[src/rtl/mcse_security_top.sv]
// Security engine top: lifecycle tracking, host secure-boot sequencing over GPIO, scan-chain unlock.
// Latency: every output registered; handshake requests drop the cycle after their ack is sampled.
// Backpressure: none; host progress is paced purely by level-sensitive GPIO acks.
module mcse_security_top #(
    parameter int gpio_N          = 32,
    parameter int gpio_AW         = 32,
    parameter int gpio_PW         = 104,
    parameter int scan_key_width  = 32,
    parameter int scan_key_number = 16
) (
    input  logic                      clk,
    input  logic                      rst_n,
    input  logic                      init_config_n,
    input  logic [gpio_N-1:0]         gpio_in,
    output logic [gpio_N-1:0]         gpio_out,
    input  logic                      lc_transition_request_in,
    input  logic [511:0]              lc_transition_id,
    input  logic                      lc_authentication_valid,
    input  logic [511:0]              lc_authentication_id,
    input  logic [scan_key_width-1:0] scan_key,
    input  logic                      scan_enable,
    output logic                      scan_unlock,
    output logic                      scan_out,
    output logic [31:0]               O_haddr,
    output logic [2:0]                O_hburst,
    output logic                      O_hmastlock,
    output logic [3:0]                O_hprot,
    output logic                      O_hnonsec,
    output logic [2:0]                O_hsize,
    output logic [1:0]                O_htrans,
    output logic [31:0]               O_hwdata,
    output logic                      O_hwrite,
    input  logic [31:0]               I_hrdata,
    input  logic                      I_hready,
    input  logic [1:0]                I_hresp,
    input  logic                      I_hreadyout
);

    typedef enum logic [2:0] {
        LC_TEST   = 3'd0,
        LC_OEM    = 3'd1,
        LC_DEPLOY = 3'd2,
        LC_RECALL = 3'd3,
        LC_EOL    = 3'd4
    } lc_t;

    typedef enum logic [3:0] {
        ST_INIT     = 4'd0,
        ST_RST_REQ  = 4'd1,
        ST_RST_WAIT = 4'd2,
        ST_AUTH_CHK = 4'd3,
        ST_BUS_WAKE = 4'd4,
        ST_OP_REL   = 4'd5,
        ST_IDLE     = 4'd6
    } state_t;

    localparam logic [255:0] TID_TEST_OEM      = 256'h33a344a35afd82155e5a6ef2d092085d704dc70561dde45d27962d79ea56a24a;
    localparam logic [255:0] TID_OEM_DEPLOY    = 256'h988b6a57b75f5696f01b8207b1c99bc888b4a2421a0ab4b29bd302f5b8a93348;
    localparam logic [255:0] TID_DEPLOY_RECALL = 256'h4893565d146d9fa19dc850e0c409b2a62ec5cb53eea4d4719c93a882f988284e;
    localparam logic [255:0] TID_RECALL_EOL    = 256'hcabc36e4f52fcd1a8b62d82d975e4c8595da7f6df52e2143174c3dc8b3870e03;
    localparam logic [255:0] AID_OEM           = 256'h431909d9da263164ab4d39614e0c50a32774a49b3390a53ffa63e8d74b8e7c0b;
    localparam logic [255:0] AID_DEPLOY        = 256'h8e30701845bea3e44d0aed1ba6d4893a0de91fea6f42571d3714a3c6daa39978;
    localparam logic [255:0] AID_RECALL        = 256'hd995f5ddfb1625e3a33b0ee123b6672f35df88d6652eaec51d26f3a50b030ad8;
    localparam logic [255:0] AID_EOL           = 256'hdf0f326b1bf6611d944491d7a0618af56ac57e391ba38425f9f33cafdd7439a9;

    localparam logic [4:0] KEY_DONE = 5'(scan_key_number);

    function automatic logic [511:0] trans_id_of(input lc_t lc);
        case (lc)
            LC_TEST:   trans_id_of = {2{TID_TEST_OEM}};
            LC_OEM:    trans_id_of = {2{TID_OEM_DEPLOY}};
            LC_DEPLOY: trans_id_of = {2{TID_DEPLOY_RECALL}};
            LC_RECALL: trans_id_of = {2{TID_RECALL_EOL}};
            default:   trans_id_of = '0;
        endcase
    endfunction

    function automatic logic [511:0] auth_id_of(input lc_t lc);
        case (lc)
            LC_OEM:    auth_id_of = {2{AID_OEM}};
            LC_DEPLOY: auth_id_of = {2{AID_DEPLOY}};
            LC_RECALL: auth_id_of = {2{AID_RECALL}};
            LC_EOL:    auth_id_of = {2{AID_EOL}};
            default:   auth_id_of = '0;
        endcase
    endfunction

    function automatic logic [31:0] challenge_word(input logic [3:0] idx);
        case (idx)
            4'd0:    challenge_word = 32'hEF01_2345;
            4'd1:    challenge_word = 32'h6789_ABCD;
            4'd2:    challenge_word = 32'hEF01_2345;
            4'd3:    challenge_word = 32'h7891_ABCD;
            4'd4:    challenge_word = 32'h3D4E_5F60;
            4'd5:    challenge_word = 32'hFF8A_0B2C;
            4'd6:    challenge_word = 32'hFA1B_C49D;
            4'd7:    challenge_word = 32'h87A5_E932;
            default: challenge_word = 32'h0000_0000;
        endcase
    endfunction

    state_t     state;
    lc_t        lc;
    logic       rst_req;
    logic       bus_wake;
    logic       op_rel;
    logic [4:0] key_idx;
    logic [31:0] shreg;

    logic auth_ok;
    logic trans_hit;
    logic commit;

    // EOL never authenticates, so the host stays parked in reset for good.
    assign auth_ok   = (lc == LC_TEST) ||
                       ((lc != LC_EOL) && lc_authentication_valid &&
                        (lc_authentication_id == auth_id_of(lc)));
    assign trans_hit = lc_transition_request_in && (lc != LC_EOL) &&
                       (lc_transition_id == trans_id_of(lc));
    assign commit    = (state == ST_IDLE) && trans_hit;

    always_ff @(posedge clk or negedge rst_n) begin
        if (!rst_n) begin
            state    <= ST_INIT;
            lc       <= LC_TEST;
            rst_req  <= 1'b0;
            bus_wake <= 1'b0;
            op_rel   <= 1'b0;
        end else begin
            case (state)
                ST_INIT: begin
                    if (init_config_n) begin
                        state   <= ST_RST_REQ;
                        rst_req <= 1'b1;
                    end
                end
                ST_RST_REQ: begin
                    if (gpio_in[1]) begin
                        state   <= ST_RST_WAIT;
                        rst_req <= 1'b0;
                    end
                end
                ST_RST_WAIT: begin
                    if (!gpio_in[1]) begin
                        state <= ST_AUTH_CHK;
                    end
                end
                ST_AUTH_CHK: begin
                    if (auth_ok) begin
                        state    <= ST_BUS_WAKE;
                        bus_wake <= 1'b1;
                    end else begin
                        state   <= ST_RST_REQ;
                        rst_req <= 1'b1;
                    end
                end
                ST_BUS_WAKE: begin
                    if (gpio_in[7]) begin
                        bus_wake <= 1'b0;
                        if (lc == LC_TEST) begin
                            state <= ST_IDLE;
                        end else begin
                            state  <= ST_OP_REL;
                            op_rel <= 1'b1;
                        end
                    end
                end
                ST_OP_REL: begin
                    if (gpio_in[5]) begin
                        state  <= ST_IDLE;
                        op_rel <= 1'b0;
                    end
                end
                ST_IDLE: begin
                    if (trans_hit) begin
                        lc      <= lc_t'(lc + 3'd1);
                        state   <= ST_RST_REQ;
                        rst_req <= 1'b1;
                    end
                end
                default: begin
                    state    <= ST_INIT;
                    rst_req  <= 1'b0;
                    bus_wake <= 1'b0;
                    op_rel   <= 1'b0;
                end
            endcase
        end
    end

    always_comb begin
        gpio_out       = '0;
        gpio_out[0]    = rst_req;
        gpio_out[4]    = op_rel;
        gpio_out[6]    = bus_wake;
        gpio_out[10:8] = lc;
    end

    // The index parks at KEY_DONE; a lifecycle commit re-arms the challenge.
    always_ff @(posedge clk or negedge rst_n) begin
        if (!rst_n) begin
            key_idx     <= '0;
            scan_unlock <= 1'b0;
        end else if (commit) begin
            key_idx     <= '0;
            scan_unlock <= 1'b0;
        end else begin
            if (key_idx != KEY_DONE) begin
                if (scan_key == challenge_word(key_idx[3:0])) begin
                    key_idx <= key_idx + 5'd1;
                end else if (scan_key == challenge_word(4'd0)) begin
                    key_idx <= 5'd1;
                end else begin
                    key_idx <= 5'd0;
                end
            end
            if ((key_idx == KEY_DONE) && (lc != LC_EOL)) begin
                scan_unlock <= 1'b1;
            end
        end
    end

    always_ff @(posedge clk or negedge rst_n) begin
        if (!rst_n) begin
            shreg    <= '0;
            scan_out <= 1'b0;
        end else begin
            scan_out <= shreg[0] & scan_enable & scan_unlock;
            if (!scan_enable) begin
                shreg <= {24'h0, state, 1'b0, lc};
            end else if (scan_unlock) begin
                shreg <= {1'b0, shreg[31:1]};
            end
        end
    end

    assign O_htrans    = 2'b00;
    assign O_haddr     = 32'h0;
    assign O_hwdata    = 32'h0;
    assign O_hwrite    = 1'b0;
    assign O_hburst    = 3'b011;
    assign O_hsize     = 3'b010;
    assign O_hprot     = 4'b0011;
    assign O_hmastlock = 1'b0;
    assign O_hnonsec   = 1'b0;

    logic unused_inputs;
    assign unused_inputs = ^{I_hrdata, I_hready, I_hresp, I_hreadyout,
                             gpio_in[gpio_N-1:8], gpio_in[6], gpio_in[4:2], gpio_in[0],
                             gpio_AW[0], gpio_PW[0]};

endmodule

[config.mk]
export PLATFORM = sky130hd
export DESIGN_NAME = mcse_security_top
export DESIGN_NICKNAME = d
export VERILOG_FILES = /design/src/rtl/mcse_security_top.sv
export SDC_FILE = /design/constraint.sdc
export NUM_CORES = 1
export LEC_CHECK = 0
export CAP_MARGIN = 20
export CORE_AREA = 8 8 476 478
export CTS_CLUSTER_SIZE = 20
export DETAILED_ROUTE_END_ITERATION = 10
export DIE_AREA = 0 0 484 486
export PLACE_DENSITY_LB_ADDON = 0.2
export SLEW_MARGIN = 25
export SYNTH_ARGS = -nofsm -noshare
export SYNTH_HDL_FRONTEND = slang
export SYNTH_SLANG_ARGS = --single-unit
[constraint.sdc]
create_clock -name clk -period 9 [get_ports clk]
set_input_delay 1.8 -clock clk [delete_from_list [all_inputs] [get_ports clk]]
set_output_delay 1.8 -clock clk [all_outputs]
set_load 0.05 [all_outputs]
Word-level counts from Yosys, hierarchy flattened
Memory sizes are Yosys's and may differ from the RTL's.
Index checks and enable logic that the tools add are counted.
- register bits: 49
- memory bits (read-only): 256
- output and inout bits: 113
- word-level logic and storage cells: 97
- memories: 1
- memories (memory ; depth ; bits a word ; rd ports ; clocked after Yosys merged registers in ; wr ports ; line ; source):
    (name not given) ; 8 ; 32 ; 1 ; 0 ; 0 ; 89 ; case (idx)
- $add $sub $neg: 2
- equal/unequal tests: 27
- mux-type cells: 34
- bitwise operators: 5
- reduce and logical (&&, ||, !) cells: 19
- operators with widths (kind ; number):
    $pmux 512 s4 ; 2
    $eq 512x512->1 ; 2
    $mux 32 ; 5
    $eq 32x32->1 ; 1
    $eq 32x32->1 const B ; 1
    $pmux 4 s7 ; 1
    $mux 4 ; 6
    $ne 2x2->1 const B ; 9
    $mux 5 ; 3
    $eq 4x3->1 const B ; 3
    $mux 1 ; 12
    $reduce_or 5->1 ; 2
    $eq 4x2->1 const B ; 2
    $eq 3x2->1 const B ; 2
    $logic_and 1x1->1 ; 6
    $pmux 1 s3 ; 2
    $reduce_and 6->1 ; 1
    $add 5x1->5 const B ; 1
    $eq 5x5->1 const B ; 1
    $ne 5x5->1 const B ; 1
    $pmux 1 s5 ; 1
    $reduce_and 5->1 ; 1
    $eq 4x1->1 const B ; 1
    $logic_not 4->1 ; 1
    other kinds (16) ; 20

Depth between registers and ports, before layout
- word-level depth: 10
- depth in mapped cells: 19
- gate-level depth less buffers: 11

Worst setup path after synthesis
OpenSTA, ideal clock, no wires.
- path type: register to register
- start point: register lc[2]
- end point: register lc[2]
- data arrival time: 4617 ps
- data required time: 8927 ps
- setup slack: 4310 ps
- cell stages (with the launch flop): 17
- path buffers: 5
- clock period less this slack: 4690 ps
- path through: dfrtp_1 > buf_4 > clkinv_1 > clkbuf_1 > clkbuf_1 > ha_1 > buf_2 > nor4_1 > a21oi_1 > or4_1 > or4_1 > or4_1 > or4_4 > nor4b_4 > buf_6 > nor2_1 > a21oi_2
- cells in the longest elaborated chain, start to end: 5
- elaborated cells between the ends (all ways): 11
- classes of those cells: add/sub (1); eq/ne (5); mux (1); reduce/logical (4)
- RTL lines (what ; line ; source):
    from (decl) ; 103 ; lc_t lc;
    from (signal assigned) ; 176 ; lc <= lc_t'(lc + 3'd1);
    $eq 3x2->1, or another cell as far along ; 69 ; case (lc)
    $pmux 512 s4 ; 69 ;
    $eq 512x512->1 ; 119 ; (lc_transition_id == trans_id_of(lc));
    $logic_and 1x1->1 ; 118 ; assign trans_hit = lc_transition_request_in && (lc != LC_EOL) &&
    $reduce_and 2->1 (no source line) ; -- ;
Several ways; a longest one is shown, not always the timed one.
A chain may end at the register's enable or synchronous reset.

Final worst setup path
- start point: register lc[0]
- end point: register key_idx[4]
- cells in the longest elaborated chain, start to end: 6
- elaborated cells between the ends (all ways): 12
- classes of those cells: eq/ne (5); mux (2); reduce/logical (5)
- RTL lines (what ; line ; source):
    $eq 3x2->1, or another cell as far along ; 69 ;
    $pmux 512 s4 ; 69 ;
    $eq 512x512->1 ; 119 ;
    $logic_and 1x1->1 * ; 118 ;
    $logic_and 1x1->1 * ; 120 ; assign commit = (state == ST_IDLE) && trans_hit;
    $mux 5 / $reduce_bool 2->1 (equally long branches) ; -- ;
    to (signal assigned) ; 210 ; key_idx <= key_idx + 5'd1;
    to (decl) ; 107 ; logic [4:0] key_idx;
Mark *: on every way between the ends. The rest lies on a longest branch, timed or not.

==> out/qor.yml <==
max_freq_mhz: 158
skew_ps: 3.91
cts_setup_buffers: 0
dp_slack_ps: 2260
grt_pass1_vias: 20582
routed_via_density: 3.62
grt-busiest-layer: "met2"
yosys_warnings: 0
post-dp-hpwl_mm: 177
maxCapViolCount: 0
fin_setup_tns_ps: 0
cts-buffers-inserted: 3
dr.pass1.iters: 5
synth_flop_cell: "dfrtp_1"
p_leak_nw: 7.62
syn_area_um2: 10800
num_vias: 20416
ctsHtreeMaxLevel: 1
place_area_um2: 25000
maxSlewHeadroom: 0.272
cts_tree: "yes"
grt_max_degree: 39
cts_resized: 0
core_region_area_um2: 219000
hold_class: "reg -> reg"
worst_hold_slack_ps: 484
grt_usage: 0.154
clock_sinks: 23
setup.worst_path.start: "lc[0]"
p_per_area_nw_per_um2: 48.8
period_share: 0.703
drc: 0
start_util: 0.0493
layout_setup_ws_ps: 2680
rrSetupSlack_ps: 2680
endpoint_kind: "flip-flop"
drt_iter0_drc: 1826
start_kind: "flip-flop"
cp-endpoint: "key_idx[4]"
design.die.area_um2: 235000
timing_hold_violations_final: 0
layout-drive-gt1-share: 0.0403
r2r_end: "key_idx[4]"
setup_violations: 0
insertion_delay_ps: 260
clockBufferDepth: 2
reg2reg_depth: 10
ys_types: 83
drv_slew: 0
cts_root_buffer: "clkbuf_16"
nets: 3895
synth_edf_count: 0
gr-total-overflow: 0
wl_mm: 193
max-vdd-ir-drop_mv: 0.0771
critPathKind: "reg -> reg"
die_h_um: 486
place.gp.congestion: 0.933
grt_util_met2: 0.285
syn_area_per_cell_um2: 6.35
antenna_found_initial: 118
syn2layout_area_growth_pct: 133
r2r-start: "lc[0]"
io_buffer_count: 1072
ys_ff_latch: 23
crit_fanout: 17
syn_inst: 1697
fin_crit_ps: 6320
worst_ep_arrival_time_ps: 6480
tightest_slew_ps: 1090
ys_async_sr_fraction: 1.00
cp.required_ps: 9150
met3_usage: 0.0419
met1_usage: 0.183
num_rows: 172
clkTransAtPathRegs_ps: 70
final_area_um2: 25100
drtAntennaViolNets: 0
routedWlPerCell_um: 34.3
finalPower_mw: 1.23
yosysSeqAreaShare: 0.0534
ctsHoldBuffers: 0
status: "finished clean"
rsz0062_at_grt: "no"
ios: 1243
fp.dieW_um: 484
grt_pass1_wl_mm: 239
## power breakdown
group / internal, mW / switching, mW
combinational: 0.502 / 0.472
sequential: 0.120 / 0.0315
clock: 0.0603 / 0.0399
total: 0.682 / 0.544
## flip-flops by register name, indices dropped and copies added (netlist names)
register     flops
state            3
op_rel           1
shreg            7
bus_wake         1
key_idx          5
scan_unlock      1
scan_out         1
lc               3
rst_req          1
## cells by family (layout without fill, tap and decap cells)
family,count (synthesis),in the layout,share of synthesized area
XOR/XNOR,26,26,0.0211
AND/OR/NAND/NOR,922,922,0.478
other,2,124,0.000696
flip-flops,23,23,0.0534
buffers and inverters,236,1187,0.122
multiplexers,37,37,0.0345
AO/OA/AOI/OAI,438,438,0.275
adder cells (fa/ha/maj),13,13,0.0151
## metal layers
layer  share of wire  vias up
met5          0.0015        -
met3           0.078      206
met2            0.50     1357
met1            0.40     9956
li1                -     8853
met4           0.014       44
## synthesized netlist by cell type, types with 19 or more instances
cell type	n	share of area
o2111ai_1	19	0.015
o21ai_0	67	0.031
nand4_1	149	0.086
a211oi_1	21	0.015
inv_1	48	0.017
a21oi_1	100	0.046
nor4_1	151	0.088
o22ai_1	21	0.012
nor3_1	135	0.063
dfrtp_1	23	0.053
or4_1	54	0.038
buf_4	109	0.076
nand3_1	77	0.036
a31oi_1	52	0.030
and3_1	36	0.021
nor2_1	125	0.044
clkbuf_1	52	0.018
nand2_1	100	0.035
a2111oi_0	23	0.019
mux2i_1	36	0.033
## placed cells by master (no fill, tap or decap), types with 6 or more instances in the layout
cell,Yosys,layout
a21oi_1,100,98
nor3_1,135,134
buf_4,109,60
inv_1,48,47
or3_1,16,16
nor4b_1,7,7
a222oi_1,8,8
nand2_1,100,99
o32ai_1,8,8
a21o_1,7,7
conb_1,2,105
nor2_1,125,124
o21ai_0,67,66
o221ai_1,6,6
nand3_1,77,77
xnor2_1,16,16
xor2_1,10,10
nand2b_1,14,13
a211oi_1,21,21
diode_2,0,19
o22ai_1,21,21
o211ai_1,16,16
o2111ai_1,19,19
or4_1,54,54
mux2i_1,36,32
o31ai_1,14,13
a2111oi_0,23,19
clkdlybuf4s50_1,0,1072
nor4_1,151,148
dfrtp_1,23,21
ha_1,13,9
and3_1,36,36
and4_1,15,15
nor2b_1,12,8
a31oi_1,52,52
nand4_1,149,149
a41oi_1,8,8
## worst max-delay path, cell delays in order (launching register included)
cell,delay (ps)
dfrtp_2,570
ha_1,330
ha_4,330
inv_2,630
nand2_1,750
or4_1,630
a211oi_1,710
nand4_1,400
nor4_2,770
nor4b_4,790
o21ba_1,230
## metrics by stage
step,util,std cells
6_report,0.115,5641
5_1_grt,0.115,5627
3_3_place_gp,0.114,5618
3_5_place_dp,0.114,5618
2_1_floorplan,-,1800
4_1_cts,0.115,5622
## worst min path at each step
stage	cells past startpoint	start	endpoint
final	2	op_rel	op_rel
after global routing	1	shreg[0]	scan_out
after CTS	2	op_rel	op_rel
after detailed placement	2	op_rel	op_rel
after global placement	2	op_rel	op_rel
after floorplan	2	op_rel	op_rel
## cell type report
| type | count | area (um^2) |
|---|---|---|
| inverters | 51 | 191 |
| well taps | 2871 | 3590 |
| clock inverters | 1 | 7.51 |
| fillers | 25402 | 194000 |
| flip-flops and latches | 23 | 581 |
| multi-input cells | 1541 | 9430 |
| diodes | 19 | 47.5 |
| clock buffers | 3 | 75.1 |
| repair buffers | 1132 | 11200 |
No activity file was read; power rests on OpenSTA's default activity.
